[config.mk]
export PLATFORM = sky130hd
export DESIGN_NAME = drr_scheduler
export DESIGN_NICKNAME = d
export VERILOG_FILES = /design/src/rtl/drr_scheduler.sv
export SDC_FILE = /design/constraint.sdc
export NUM_CORES = 1
export LEC_CHECK = 0
export ABC_AREA = 1
export CAP_MARGIN = 20
export CORE_UTILIZATION = 25
export DETAILED_ROUTE_END_ITERATION = 6
export HOLD_SLACK_MARGIN = 0.03
export PLACE_DENSITY_LB_ADDON = 0.05
export SLEW_MARGIN = 15
export SYNTH_ARGS = -nofsm -noshare
export SYNTH_HDL_FRONTEND = slang
export SYNTH_SLANG_ARGS = --single-unit
[constraint.sdc]
create_clock -name axi_aclk -period 4.1 [get_ports axi_aclk]
set_input_delay 1.23 -clock axi_aclk [delete_from_list [all_inputs] [get_ports axi_aclk]]
set_output_delay 1.23 -clock axi_aclk [all_outputs]
set_load 0.02 [all_outputs]
[src/rtl/drr_scheduler.sv]
// Deficit-round-robin scheduler: visits one queue per cycle, credits a quantum per
// visit and grants a whole packet whenever the queue's deficit covers its length.
module drr_scheduler #(
    parameter int NUM_QUEUES       = 5,
    parameter int LEN_WIDTH        = 16,
    parameter int QUANTUM          = 1600,
    parameter int DEFICIT_WIDTH    = 18,
    parameter int NUM_QUEUES_WIDTH = $clog2(NUM_QUEUES)
) (
    input  logic                            axi_aclk,
    input  logic                            axi_reset,
    input  logic [NUM_QUEUES-1:0]           req,
    input  logic [NUM_QUEUES*LEN_WIDTH-1:0] pkt_len,
    input  logic                            pkt_done,
    output logic [NUM_QUEUES-1:0]           grant,
    output logic                            grant_valid,
    output logic [NUM_QUEUES_WIDTH-1:0]     cur_queue,
    output logic                            pkt_grant
);

    typedef enum logic {
        SCAN  = 1'b0,
        GRANT = 1'b1
    } state_t;

    localparam logic [DEFICIT_WIDTH-1:0]    QUANTUM_D = DEFICIT_WIDTH'(QUANTUM);
    localparam logic [NUM_QUEUES_WIDTH-1:0] LAST_Q    = NUM_QUEUES_WIDTH'(NUM_QUEUES - 1);

    function automatic logic [DEFICIT_WIDTH-1:0] sat_add(
        input logic [DEFICIT_WIDTH-1:0] a,
        input logic [DEFICIT_WIDTH-1:0] b
    );
        logic [DEFICIT_WIDTH:0] sum;
        sum = {1'b0, a} + {1'b0, b};
        return sum[DEFICIT_WIDTH] ? {DEFICIT_WIDTH{1'b1}} : sum[DEFICIT_WIDTH-1:0];
    endfunction

    // A zero-length packet still occupies the link, so it is charged one byte.
    function automatic logic [DEFICIT_WIDTH-1:0] eff_len(input logic [LEN_WIDTH-1:0] l);
        return (l == '0) ? DEFICIT_WIDTH'(1)
                         : {{(DEFICIT_WIDTH-LEN_WIDTH){1'b0}}, l};
    endfunction

    state_t                      r_state;
    state_t                      w_state_nxt;
    logic [NUM_QUEUES_WIDTH-1:0] r_cur_queue;
    logic [NUM_QUEUES_WIDTH-1:0] w_cur_queue_nxt;
    logic                        r_fresh;
    logic                        w_fresh_nxt;
    logic [NUM_QUEUES-1:0]       r_grant;
    logic [NUM_QUEUES-1:0]       w_grant_nxt;
    logic                        r_grant_valid;
    logic                        w_grant_valid_nxt;
    logic                        r_pkt_grant;
    logic                        w_pkt_grant_nxt;
    logic [DEFICIT_WIDTH-1:0]    r_len_q;
    logic [DEFICIT_WIDTH-1:0]    w_len_q_nxt;
    logic [DEFICIT_WIDTH-1:0]    r_deficit     [NUM_QUEUES];
    logic [DEFICIT_WIDTH-1:0]    w_deficit_nxt [NUM_QUEUES];

    logic [LEN_WIDTH-1:0]        w_len [NUM_QUEUES];
    logic [DEFICIT_WIDTH-1:0]    w_len_cur;
    logic [DEFICIT_WIDTH-1:0]    w_def_cur;
    logic [NUM_QUEUES_WIDTH-1:0] w_next_queue;
    logic [NUM_QUEUES-1:0]       w_onehot;

    for (genvar g = 0; g < NUM_QUEUES; g++) begin : g_len
        assign w_len[g] = pkt_len[g*LEN_WIDTH +: LEN_WIDTH];
    end

    assign w_len_cur    = eff_len(w_len[r_cur_queue]);
    assign w_def_cur    = r_deficit[r_cur_queue];
    assign w_next_queue = (r_cur_queue == LAST_Q) ? '0 : r_cur_queue + 1'b1;
    assign w_onehot     = NUM_QUEUES'(1) << r_cur_queue;

    always_comb begin
        w_state_nxt       = r_state;
        w_cur_queue_nxt   = r_cur_queue;
        w_fresh_nxt       = r_fresh;
        w_grant_nxt       = r_grant;
        w_grant_valid_nxt = r_grant_valid;
        w_pkt_grant_nxt   = 1'b0;
        w_len_q_nxt       = r_len_q;
        for (int i = 0; i < NUM_QUEUES; i++) begin
            w_deficit_nxt[i] = r_deficit[i];
        end

        case (r_state)
            SCAN: begin
                if (!req[r_cur_queue]) begin
                    // An idle queue forfeits any credit it was carrying.
                    w_deficit_nxt[r_cur_queue] = '0;
                    w_cur_queue_nxt            = w_next_queue;
                    w_fresh_nxt                = 1'b1;
                end else if (r_fresh) begin
                    w_deficit_nxt[r_cur_queue] = sat_add(w_def_cur, QUANTUM_D);
                    w_fresh_nxt                = 1'b0;
                end else if (w_def_cur >= w_len_cur) begin
                    w_len_q_nxt       = w_len_cur;
                    w_grant_nxt       = w_onehot;
                    w_grant_valid_nxt = 1'b1;
                    w_pkt_grant_nxt   = 1'b1;
                    w_state_nxt       = GRANT;
                end else begin
                    w_cur_queue_nxt = w_next_queue;
                    w_fresh_nxt     = 1'b1;
                end
            end
            GRANT: begin
                // Return to SCAN without a new quantum so the same queue may send again.
                if (pkt_done) begin
                    w_deficit_nxt[r_cur_queue] = w_def_cur - r_len_q;
                    w_grant_nxt                = '0;
                    w_grant_valid_nxt          = 1'b0;
                    w_fresh_nxt                = 1'b0;
                    w_state_nxt                = SCAN;
                end
            end
            default: begin
                w_state_nxt = SCAN;
            end
        endcase
    end

    always_ff @(posedge axi_aclk) begin
        if (axi_reset) begin
            r_state       <= SCAN;
            r_cur_queue   <= '0;
            r_fresh       <= 1'b1;
            r_grant       <= '0;
            r_grant_valid <= 1'b0;
            r_pkt_grant   <= 1'b0;
            for (int i = 0; i < NUM_QUEUES; i++) begin
                r_deficit[i] <= '0;
            end
        end else begin
            r_state       <= w_state_nxt;
            r_cur_queue   <= w_cur_queue_nxt;
            r_fresh       <= w_fresh_nxt;
            r_grant       <= w_grant_nxt;
            r_grant_valid <= w_grant_valid_nxt;
            r_pkt_grant   <= w_pkt_grant_nxt;
            for (int i = 0; i < NUM_QUEUES; i++) begin
                r_deficit[i] <= w_deficit_nxt[i];
            end
        end
    end

    always_ff @(posedge axi_aclk) begin
        r_len_q <= w_len_q_nxt;
    end

    assign grant       = r_grant;
    assign grant_valid = r_grant_valid;
    assign cur_queue   = r_cur_queue;
    assign pkt_grant   = r_pkt_grant;

endmodule

# After elaboration in Yosys (flattened, before gate mapping)
# Memories as Yosys holds them, arrays and structs flattened. A register that Yosys moved wholly into a read port is not among the register bits.
# Index checks and enable logic that the tools add are counted.
[totals]
ff_bits = 30
mem_bits_rw = 90
inputBits = 88
out_inout_bits = 10
wordCells = 87
n_memories = 1
[op_classes]
add_sub_neg = 3
n_lt_le_gt_ge = 4
n_eq_ne = 7
n_shift = 1
mux = 48
n_bitwise = 10
n_reduce_logical = 6
[mem_list]
columns = ["memory", "words", "width", "rd", "rd_clocked_by_memory_dff", "write_ports", "line_no", "source"]
rows = [
  ["r_deficit", 5, 18, 6, 1, 5, "58", "logic [DEFICIT_WIDTH-1:0] r_deficit [NUM_QUEUES];"],
]
[ops]
columns = ["cell", "n"]
rows = [
  ["$mux 90", 3],
  ["$bwmux 90", 2],
  ["$pmux 90 s2", 1],
  ["$mux 18", 7],
  ["$and 90x90->90", 1],
  ["$not 90->90", 1],
  ["$demux 18 s3", 1],
  ["$bmux 16 s3", 1],
  ["$mux 16", 3],
  ["$mux 5", 4],
  ["$add 18x11->19 const B", 1],
  ["$ge 18x16->1", 1],
  ["$mux 3", 6],
  ["$sub 18x18->18", 1],
  ["$logic_not 16->1", 1],
  ["$mux 1", 15],
  ["$ne 2x2->1 const B", 6],
  ["$pmux 5 s2", 1],
  ["$reduce_and 4->1", 2],
  ["$pmux 1 s2", 3],
  ["$or 1x1->1", 5],
  ["$shl 1x3->5 const A", 1],
  ["$ge 4x4->1 const B", 1],
  ["$lt 3x4->1 const B", 1],
  ["other kinds (9)", 10],
]

# Longest topological paths before layout
# Gate-level depths: netlist of the first run.
[depth]
word_depth = 12
mapped_depth = 25
ltp_nobuf = 23

# Least setup slack after synthesis of the first run
# No wires, ideal clock.
[synth_timing]
path_type = "input to register"
start = "in pkt_len[60]"
end = "reg r_len_q[0] (enable)"
setup_time_ns = 0.364
arrival_ns = 3.276
required_time_ns = 3.736
slack_ns = 0.460
path_stages = 16
n_path_buf = 1
cell_sequence = "a22o_1 nor4_1 inv_1 nor4_1 nand3_1 nand2_1 ha_1 nand3_1 o211ai_1 nor2_1 o21ai_0 nand3_1 nand2_1 nand2_1 buf_4 inv_1"
[synth_via]
elab_chain_cells = 7
[synth_lines]
columns = ["element", "line_no", "source"]
rows = [
  ["start: declaration", "13", "input logic [NUM_QUEUES*LEN_WIDTH-1:0] pkt_len,"],
  ["$bmux 16 s3 *", "71", "assign w_len_cur = eff_len(w_len[r_cur_queue]);"],
  ["$mux 16 (not written as such) * (2 in a row)", "71", ""],
  ["$logic_not 16->1", "40", "return (l == '0) ? DEFICIT_WIDTH'(1)"],
  ["$mux 16 *", "40", ""],
  ["named net w_len_cur[12]", "62", "logic [DEFICIT_WIDTH-1:0] w_len_cur;"],
  ["$ge 18x16->1 *", "98", "end else if (w_def_cur >= w_len_cur) begin"],
  ["$reduce_and 4->1 (no line) *", "n/a", ""],
  ["end signal: assignment", "150", "r_len_q <= w_len_q_nxt;"],
  ["end: declaration", "56", "logic [DEFICIT_WIDTH-1:0] r_len_q;"],
]
# Mark *: on every way through the listed nets, which the timed path passes. The rest lies on a longest branch. The select of a mux whose other input is x is not followed.
# A chain may end at the register's enable or synchronous reset.

==> results.md, run 1 <==
* Post-CTS Hold Fix Bufs at 0
* Clock slew at reported path FFs at 60 ps
* Std cell rows at 70
* Syn nets at ~1700
* Global-route wire length before repair at 67200 microns
* Type of the worst min-delay path: reg2reg
* Commonest cells in the synthesized netlist: nand2_1, inv_1, a21oi_1
* Max Cap Violations at 0
* Die extent in x at around 200 microns
* Ys flop type: dfxtp_1
* Final Util at 0.328
* Cell-internal power at ~5.5 mW
* Yosys top cell by area: dfxtp_1
* P_sw at 6.97 mW
* Period utilization at 0.936
* Average size of a mapped cell at 6.15 sq um
* Tot Pwr at roughly 12 mW
* Global-route usage over all layers at 0.239
* Total number of vias at 10857
* Ys Warns at 0
* Largest net degree at the start of global routing at 70
* Met1 Usage GRT at 0.328
* Root buffer cell: clkbuf_16
* Mapped Cells at 1526
* CP Data Arrival Time at 4190 ps
* Vias/cell at 5.06
* Element type at the critical path end: register
* #FFs+latches synth at roughly 120
* PD cells at 1030 nW/um^2
* WP data required at about 4500 ps
* Port bufs at between 90 and 100
* Grt ovf at 0
* Wire per inst at 20.9 microns
* P_leak at 5.57 nW
* Switching share of power at 0.559
* Seq/Total Area, Yosys at 0.275
* Ports at 98
* Worst-Skew Late Latency at 450 ps
* Clock tree buffer depth at 2
* DR pass1 iterations at 7
* Area growth syn-to-layout at 28.5%
* Final setup vio count at 0
* Final Max Slew Viols at 0
* EDFF count, synth at 16
* Initial core utilization at 0.255
* Fin. Hold Viols at 0
* Worst Skew at 9.63 ps
* Reg2reg setup slack at approximately 260 ps
* Antenna violations before repair at 0
* Hold Crit Depth at 2
* CP max FO at 5
* DRT iter0 DRCs at 795
* Post-route DRC at 0
* Maximum VDD drop at 0.533 mV
* Post-Syn Area at 9380 sq um
* Gpl congestion at 0.838
* Clock sinks at around 120
* Vias in the first global route at 10457
* Library cells used by synthesis at 50
* Share of layout cells above drive strength 1 at 0.120
* Htree depth at 4
* Top-area cell type share of the netlist area at 0.224
* DP HPWL at approximately 32000 microns
* Most common cell in the synthesized netlist: nand2_1
* Area contributors post-synth: dfxtp_1, nand2_1, a21oi_1, inv_1, nand3_1
* Routing usage on met3 at 0.0395
* Die area at 38300 sq um
* Gr busiest metal: met2
* Synth async-reset ratio at 0
* Min Tclk post-route at 3840 ps
* WS Path Type: reg2reg
* Layout Nets at ~1800
* Sequential share of power at 0.147
* Max Fclk at 260 MHz
* Post-route antenna net violation count at 0
* Status: complete, no violations
* Startpoint types: register
* CTS tree: done
* Clock power frac at 0.132
* Comb pwr share at 0.722
* Ant diodes at 0
* CTS Buf Count at 17
* Slew @ Worst Pin at 903 ps
* Max transition margin at 0.398
* Core outline area at about 37000 sq um
* Met2 usage at 0.381
* Routed Wire Length at 44900 microns
* Min-delay src: grant_valid
* Setup TNS at 0 ps
* Depth of the worst register-to-register path at 15
* Die Ht at 196 microns
## final timing paths
check	endpoint
max reg2reg	r_deficit[2][16]
min reg2reg	grant_valid
min	grant_valid
max	r_deficit[2][16]
## registers in the layout (all words and copies together), names as in the netlist, named ones only
name         count
grant            5
r_deficit       90
cur_queue        3
r_state          1
r_len_q         16
pkt_grant        1
r_fresh          1
grant_valid      1
## critical path: stages, from the launching register on
cell and delay [ps]:
dfxtp_1 590, buf_4 240, buf_4 150, nand3_1 80, nand2_1 140, nand2_1 60, o21ai_1 290, ha_1 400
a21oi_1 300, o21ai_0 190, a211oi_1 530, nand3_1 370, nand3_1 180, nand3_1 90, nand2_1 80, inv_1 40
## cells by family after synthesis
family                   after synthesis  share of synthesized area
AND/OR/NAND/NOR                      714                      0.328
XOR/XNOR                              12                     0.0112
flip-flops                           121                      0.275
AO/OA/AOI/OAI                        375                      0.219
adder cells (fa/ha/maj)               39                     0.0528
buffers and inverters                265                      0.114
## power groups by stage
stage                     logic, mW  registers, mW  clock network (mW)
after floorplan                5.17           1.81                   0
after global placement         8.81           1.85                   0
after detailed placement       8.80           1.84                   0
after CTS                      8.85           1.82                1.67
after global routing           9.87           1.87                1.71
final                          9.00           1.83                1.64
## per-stage QoR
step	instances	setup WS (ps)	area, sq um	hold slack (ps)
after detailed placement	2107	-48.8	11300	469
final	2147	261	12100	477
after floorplan	1526	460	9380	452
after CTS	2138	183	11900	484
after global placement	2105	-33.5	11300	463
after global routing	2147	-10.3	12100	500
## metal layers
layer / vias to the layer above / routed length, microns
met5: - / 0
met4: 0 / 1100
met3: 67 / 2380
met1: 5173 / 21200
li1: 5304 / -
met2: 313 / 20300
## cell usage in the layout, fill, tap and decap left out, types with 5 or more instances in the layout
cell / Yosys / final
clkbuf_16: 0 / 17
nand4_1: 10 / 10
buf_12: 0 / 6
or2_4: 5 / 5
clkinvlp_4: 0 / 5
clkdlybuf4s50_1: 0 / 97
o22ai_1: 35 / 35
inv_1: 174 / 169
a22o_1: 6 / 6
nand2_1: 471 / 471
nand3_1: 120 / 120
nor2_1: 62 / 58
edfxtp_1: 16 / 16
o21ai_0: 114 / 114
a21oi_1: 167 / 167
nor4_1: 7 / 6
inv_2: 19 / 21
o21ai_1: 22 / 22
nand2_2: 9 / 9
ha_1: 38 / 38
xor2_1: 9 / 9
nand3b_1: 8 / 8
dfxtp_1: 105 / 103
nor2_4: 4 / 5
nor2_2: 8 / 11
o21ai_2: 7 / 7
buf_4: 4 / 87
## timing repair
item / in CTS / in global routing
setup endpoints to repair: 0 / 33
buffers inserted: 0 / 8
hold endpoints to repair: 0 / 0
resized for setup: 0 / 8
## cell type report
cell class | count | area [sq um]
clock buffers | 24 | 492
clock inverters | 7 | 114
fillers | 4094 | 24700
inverters | 194 | 743
multi-input cells | 1140 | 5760
flip-flops and latches | 121 | 2580
well taps | 468 | 586
repair buffers | 193 | 1790
Power figures use the tool's default switching activity.
==> inputs of run 2 (changes only) <==
- CORE_MARGIN: default -> 2
- clock period: 4.1 -> 4.3 ns (I/O delays scaled with it)
==> run 2 against run 1 <==
Against the previous run: sequential cell count unchanged; final cell count down 1.3%; setup slack better by 170 ps; critical path depth up 6; total power down 7.3%; register-to-register slack better by 170 ps; fmax down 0.83%; die area up 2.1%; final area down 2.3%; critical endpoint is now r_len_q[2]; largest cell class unchanged; highest routed layer unchanged.
==> results.md, run 2 (synthesis results as in run 1) <==
* Status: complete, no violations
* CP cell instances: inv_2, nand3_2, inv_1, nand2_1, inv_1, nor4_1, buf_4, nand4_1, nor2_1, nand3_1, nand2_1, ha_1, nand3_1, o211ai_1, nor2_1, o21ai_0, nand3_1, nand2_1, nand2_1, inv_1, buf_12
* Sequential share of power at 0.150 (+0.003)
* Max transition margin at 0.244 (-0.154)
* Initial core utilization at 0.255 (unchanged)
* CP max FO at 17 (+12)
* Die extent in x at 198 microns (+1.0%)
* Clock slew at reported path FFs at 60 ps (about the same)
* Vias/cell at 5.00 (-1.1%)
* Type of the worst min-delay path: reg2reg
* Startpoint types: register
* Reg with most FFs: r_deficit
* DP Cell Count at 2085 (-1.0%)
* Layout Nets at 1766 (-1.6%)
* DP HPWL at 31000 microns (-1.8%)
* Post-route DRC at 0 (unchanged)
* CTS Buf Count at 17 (unchanged)
* Post-CTS Hold Fix Bufs at 0 (unchanged)
* CTS tree: done
* Largest net degree at the start of global routing at 87 (+24%)
* Share of layout cells above drive strength 1 at 0.102 (-0.0186)
* Fin. Hold Viols at 0 (unchanged)
* Final Util at 0.320 (-0.00748)
* Routed Wire Length at 44100 microns (-1.9%)
* Critical-path top delay cell: dfxtp_1
* Final setup vio count at 0 (unchanged)
* Die area at 39100 sq um (+2.1%)
* Slowest stage delay, CP at 570 ps (-20 ps)
* Clock tree buffer depth at 2 (unchanged)
* Htree depth at 4 (unchanged)
* RSZ-0062 raised after global routing: false
* P_leak at 5.44 nW (-2.4%)
* DR pass1 iterations at 5 (-2)
* Std cell rows at 70 (unchanged)
* Ports at 98 (unchanged)
* Final Max Slew Viols at 0 (unchanged)
* Clock power frac at 0.126 (-0.006)
* Ant diodes at 0 (unchanged)
* Period utilization at 0.900 (-0.0361)
* Core outline area at 36800 sq um (unchanged)
* Root buffer cell: clkbuf_16
* P_sw at 6.56 mW (-5.9%)
* Worst Skew at 18.2 ps (+8.61 ps)
* Number of fill cells at 4119 (+0.61%)
* Most frequent cells in the layout: nand2_1, inv_1, a21oi_1, nand3_1, o21ai_0
* Wire per inst at 20.8 microns (-0.65%)
* Slew @ Worst Pin at 1130 ps (+229 ps)
* Max Fclk at 258 MHz (-0.83%)
* Design area at 11800 sq um (-2.3%)
* CP Data Arrival Time at 4020 ps (-170 ps)
* Antenna violations before repair at 0 (unchanged)
* Maximum VDD drop at 0.426 mV (-20%)
* Largest register FFs at 90 (unchanged)
* DRT iter0 DRCs at 792 (-0.38%)
* Global-route usage over all layers at 0.230 (-0.00876)
* Gpl congestion at 0.874 (+4.3%)
* Commonest non-fill, non-tap cell in the layout: nand2_1
* Post-route antenna net violation count at 0 (unchanged)
* Cell-internal power at 5.00 mW (-9.0%)
* Min Tclk post-route at 3870 ps (+32.2 ps)
* Total number of vias at 10602 (-2.3%)
* Comb pwr share at 0.724 (+0.002)
* Worst-Skew Late Latency at 450 ps (about the same)
* Grt ovf at 0 (unchanged)
* Clock sinks at 121 (unchanged)
* Die Ht at 198 microns (+1.0%)
* WS Path Type: reg2reg
* PD cells at 981 nW/um^2 (-5.1%)
* Port bufs at 97 (unchanged)
* WP data required at 4450 ps (about the same)
* Vias in the first global route at 10279 (-1.7%)
* Max Cap Violations at 0 (unchanged)
* Area growth syn-to-layout at 25.6%
* Switching share of power at 0.568 (+0.00811)
* Element type at the critical path end: register
* Global-route wire length before repair at 66000 microns (-1.8%)
* Fin cells at 2120 (-1.3%)
* Critical path's most frequent cell: nand2_1
* Placed inst area at 11200 sq um (-1.5%)
run 2: power by group through the flow:
stage / sequential, mW / clock, mW / combinational [mW]
after floorplan: 1.73 / 0 / 4.93
after global placement: 1.75 / 0 / 8.28
after detailed placement: 1.75 / 0 / 8.26
after CTS: 1.73 / 1.49 / 8.29
after global routing: 1.77 / 1.55 / 9.18
final: 1.73 / 1.46 / 8.37
run 2: critical path, delay by kind of cell (launching register included):
family | cells | cell delay, ps
simple gates | 12 | 1550
buf+inv | 6 | 1030
flops | 1 | 570
compound gates | 2 | 260
fa+ha+maj | 1 | 130
run 2: layer usage:
| layer | up-vias | track usage | wire length, microns |
|---|---|---|---|
| li1 | 5254 | - | - |
| met1 | 5015 | 0.321 | 21300 |
| met2 | 280 | 0.365 | 19600 |
| met3 | 53 | 0.0414 | 2280 |
| met4 | 0 | 0.0579 | 869 |
| met5 | - | 0 | 0 |
run 2: metrics by stage:
| stage | total power, mW | hold WS (ps) | setup WS, ps | setup TNS (ps) |
|---|---|---|---|---|
| 4_1_cts | 11.5 | 470 | 135 | 0 |
| 5_1_grt | 12.5 | 478 | 26.0 | 0 |
| 3_3_place_gp | 10.0 | 460 | -137 | -3460 |
| 2_1_floorplan | 6.66 | 452 | 600 | 0 |
| 3_5_place_dp | 10.0 | 461 | -38.4 | -638 |
| 6_report | 11.6 | 469 | 429 | 0 |
run 2: what timing repair did:
| action | 4_1_cts | 5_1_grt |
|---|---|---|
| resized for setup | 0 | 4 |
| setup endpoints to repair | 0 | 32 |
| setup buffers | 0 | 2 |
run 2: final cells by class:
cell class                      count  area, sq um  share of cell area
Multi-Input combinational cell   1140         5760               0.488
Sequential cell                   121         2580               0.219
Timing Repair Buffer              165         1560               0.133
Inverter                          194          732              0.0621
Tap cell                          468          586              0.0497
Clock buffer                       24          472              0.0400
Clock inverter                      8         93.8             0.00796
run 2: worst paths after layout:
kind | cells after the start | to | startpoint | slack (ps)
setup / recovery | 21 | r_len_q[2] | cur_queue[0] | 430
hold / removal | 2 | grant_valid | grant_valid | 470
setup reg to reg | 21 | r_len_q[2] | cur_queue[0] | 430
hold reg to reg | 2 | grant_valid | grant_valid | 470
==> inputs of run 3 (changes only) <==
- GPL_ROUTABILITY_DRIVEN: default -> 0
- SLEW_MARGIN: 15 -> 20
==> run 3 against run 2 <==
Against the previous run: combinational power hardly changed; clock-buffer cell count stayed put; total power is essentially flat; fmax shrank 0.71%; setup slack got worse by 28 ps; clock skew down 5.9 ps; via count up 0.34%; final area barely moved; utilization hardly changed; wire length about the same; global-route usage is the same; sequential cell count did not move.
==> results.md, run 3 (synthesis results as in run 1) <==
* Period utilization at 0.907 (+0.00646)
* Startpoint types: register
* CTS Buf Count at 17 (unchanged)
* DRT iter0 DRCs at 760 (-4.0%)
* Commonest non-fill, non-tap cell in the layout: nand2_1
* CP Data Arrival Time at 4240 ps (+220 ps)
* Die Ht at 198 microns (unchanged)
* Post-route antenna net violation count at 0 (unchanged)
* Largest register FFs at 90 (unchanged)
* DP HPWL at 31000 microns (unchanged)
* Switching share of power at 0.568 (about the same)
* Clock power frac at 0.125 (about the same)
* Die area at 39100 sq um (unchanged)
* Worst Skew at 12.3 ps (-5.95 ps)
* Root buffer cell: clkbuf_16
* Total number of vias at 10638 (+0.34%)
* Comb pwr share at 0.725 (about the same)
* Vias/cell at 5.02 (+0.39%)
* Max Cap Violations at 0 (unchanged)
* Maximum VDD drop at 0.427 mV (+0.15%)
* P_sw at 6.57 mW (+0.13%)
* Htree depth at 4 (unchanged)
* Vias in the first global route at 10279 (unchanged)
* Ant diodes at 0 (unchanged)
* Sequential share of power at 0.150 (about the same)
* Initial core utilization at 0.255 (unchanged)
* Design area at 11800 sq um (about the same)
* Largest net degree at the start of global routing at 87 (unchanged)
* Die extent in x at 198 microns (unchanged)
* Hold slack at 469 ps (-0.00500 ps)
* Min Tclk post-route at 3900 ps (+27.8 ps)
* Status: complete, no violations
* Wire per inst at 20.8 microns (about the same)
* Share of layout cells above drive strength 1 at 0.101 (-0.000544)
* Clock sinks at 121 (unchanged)
* Grt ovf at 0 (unchanged)
* Reg with most FFs: r_deficit
* Type of the worst min-delay path: reg2reg
* Area taken by multi-input logic gates at 5760 sq um (about the same)
* WP data required at 4640 ps (+190 ps)
* Number of fill cells at 4118 (-0.024%)
* Most frequent cells in the layout: nand2_1, inv_1, a21oi_1, nand3_1, o21ai_0
* Final Max Slew Viols at 0 (unchanged)
* Clock slew at reported path FFs at 60 ps (about the same)
* Fin. Hold Viols at 0 (unchanged)
* Clock tree buffer depth at 2 (unchanged)
* Global-route wire length before repair at 66000 microns (unchanged)
* Core outline area at 36800 sq um (unchanged)
* Hold Crit Depth at 2 (unchanged)
* Ports at 98 (unchanged)
* Post-CTS Hold Fix Bufs at 0 (unchanged)
* Worst-Skew Late Latency at 450 ps (about the same)
* Element type at the critical path end: register
* Antenna violations before repair at 0 (unchanged)
* CP max FO at 18 (+1)
* Reg area at 2580 sq um (unchanged)
* Global-route usage over all layers at 0.230 (unchanged)
* Slew @ Worst Pin at 1130 ps (-4.70 ps)
* Std cell rows at 70 (unchanged)
* Post-route DRC at 0 (unchanged)
* Max transition margin at 0.248 (+0.00314)
* Max Fclk at 256 MHz (-0.71%)
* PD cells at 982 nW/um^2 (+0.15%)
* Layout Nets at 1765 (-0.057%)
* Routed Wire Length at 44100 microns (about the same)
* Area growth syn-to-layout at 25.5% (about the same)
* Depth of the worst register-to-register path at 17 (-19%)
* Port bufs at 97 (unchanged)
* CTS tree: done
* P_leak at 5.43 nW (-0.13%)
* WS Path Type: reg2reg
* Final setup vio count at 0 (unchanged)
* Cell-internal power at 5.00 mW (about the same)
* DR pass1 iterations at 5 (unchanged)
* Placed inst area at 11200 sq um (unchanged)
* RSZ-0062 raised after global routing: false
run 3: cell types whose count changed in the layout (fill, tap and decap cells not counted), sizes merged:
cell / previous run / this run
buf: 68 / 67
run 3: layout make-up:
class	count	share of cell area
Multi-Input combinational cell	1140	0.489
Sequential cell	121	0.219
Timing Repair Buffer	164	0.132
Inverter	194	0.0622
Tap cell	468	0.0497
Clock buffer	24	0.0401
Clock inverter	8	0.00797
run 3: worst paths after layout:
check | start | endpoint | slack, ps
worst max-delay path | register | r_deficit[3][17] | 400
worst min-delay path | grant_valid | grant_valid | 470
worst max register to register | register | r_deficit[3][17] | 400
worst min register to register | grant_valid | grant_valid | 470
run 3: critical path: stages (launching register included):
cell and delay [ps]:
dfxtp_1 400, buf_4 370, o21ai_0 170, o22ai_1 360, nand2_1 90, o21ai_0 170
ha_1 360, a21o_1 180, a21oi_1 330, o21ai_1 210, nand4_1 130, nand2_1 60
nand2_1 330, nand3_2 250, nand3_1 150, nand3_1 90, nand2_1 90, inv_1 30
run 3: power by group through the flow:
stage | clock network (mW) | registers (mW) | logic, mW
finish | 1.45 | 1.73 | 8.38
global route | 1.55 | 1.77 | 9.18
CTS | 1.49 | 1.73 | 8.29
detailed placement | 0 | 1.75 | 8.26
global placement | 0 | 1.75 | 8.28
floorplan | 0 | 1.73 | 4.93
run 3: per-stage QoR:
stage / utilization / worst slack (ps) / TNS, ps / std cells / power, mW
final: 0.320 / 401 / 0 / 2119 / 11.6
after global routing: 0.320 / 26.0 / 0 / 2119 / 12.5
after CTS: 0.319 / 135 / 0 / 2117 / 11.5
after detailed placement: 0.303 / -38.4 / -638 / 2085 / 10.0
after global placement: 0.303 / -137 / -3460 / 2085 / 10.0
after floorplan: - / 600 / 0 / 1526 / 6.66
run 3: layer usage:
metal	routed length, microns	track usage	vias up
met5	0	0	-
met4	824	0.0579	0
met3	2150	0.0414	46
met2	19700	0.365	278
li1	-	-	5254
met1	21400	0.321	5060
run 3: what timing repair did:
action	4_1_cts	5_1_grt
endpoints found under the setup margin	0	32
resized for setup	0	4
setup buffers	0	2
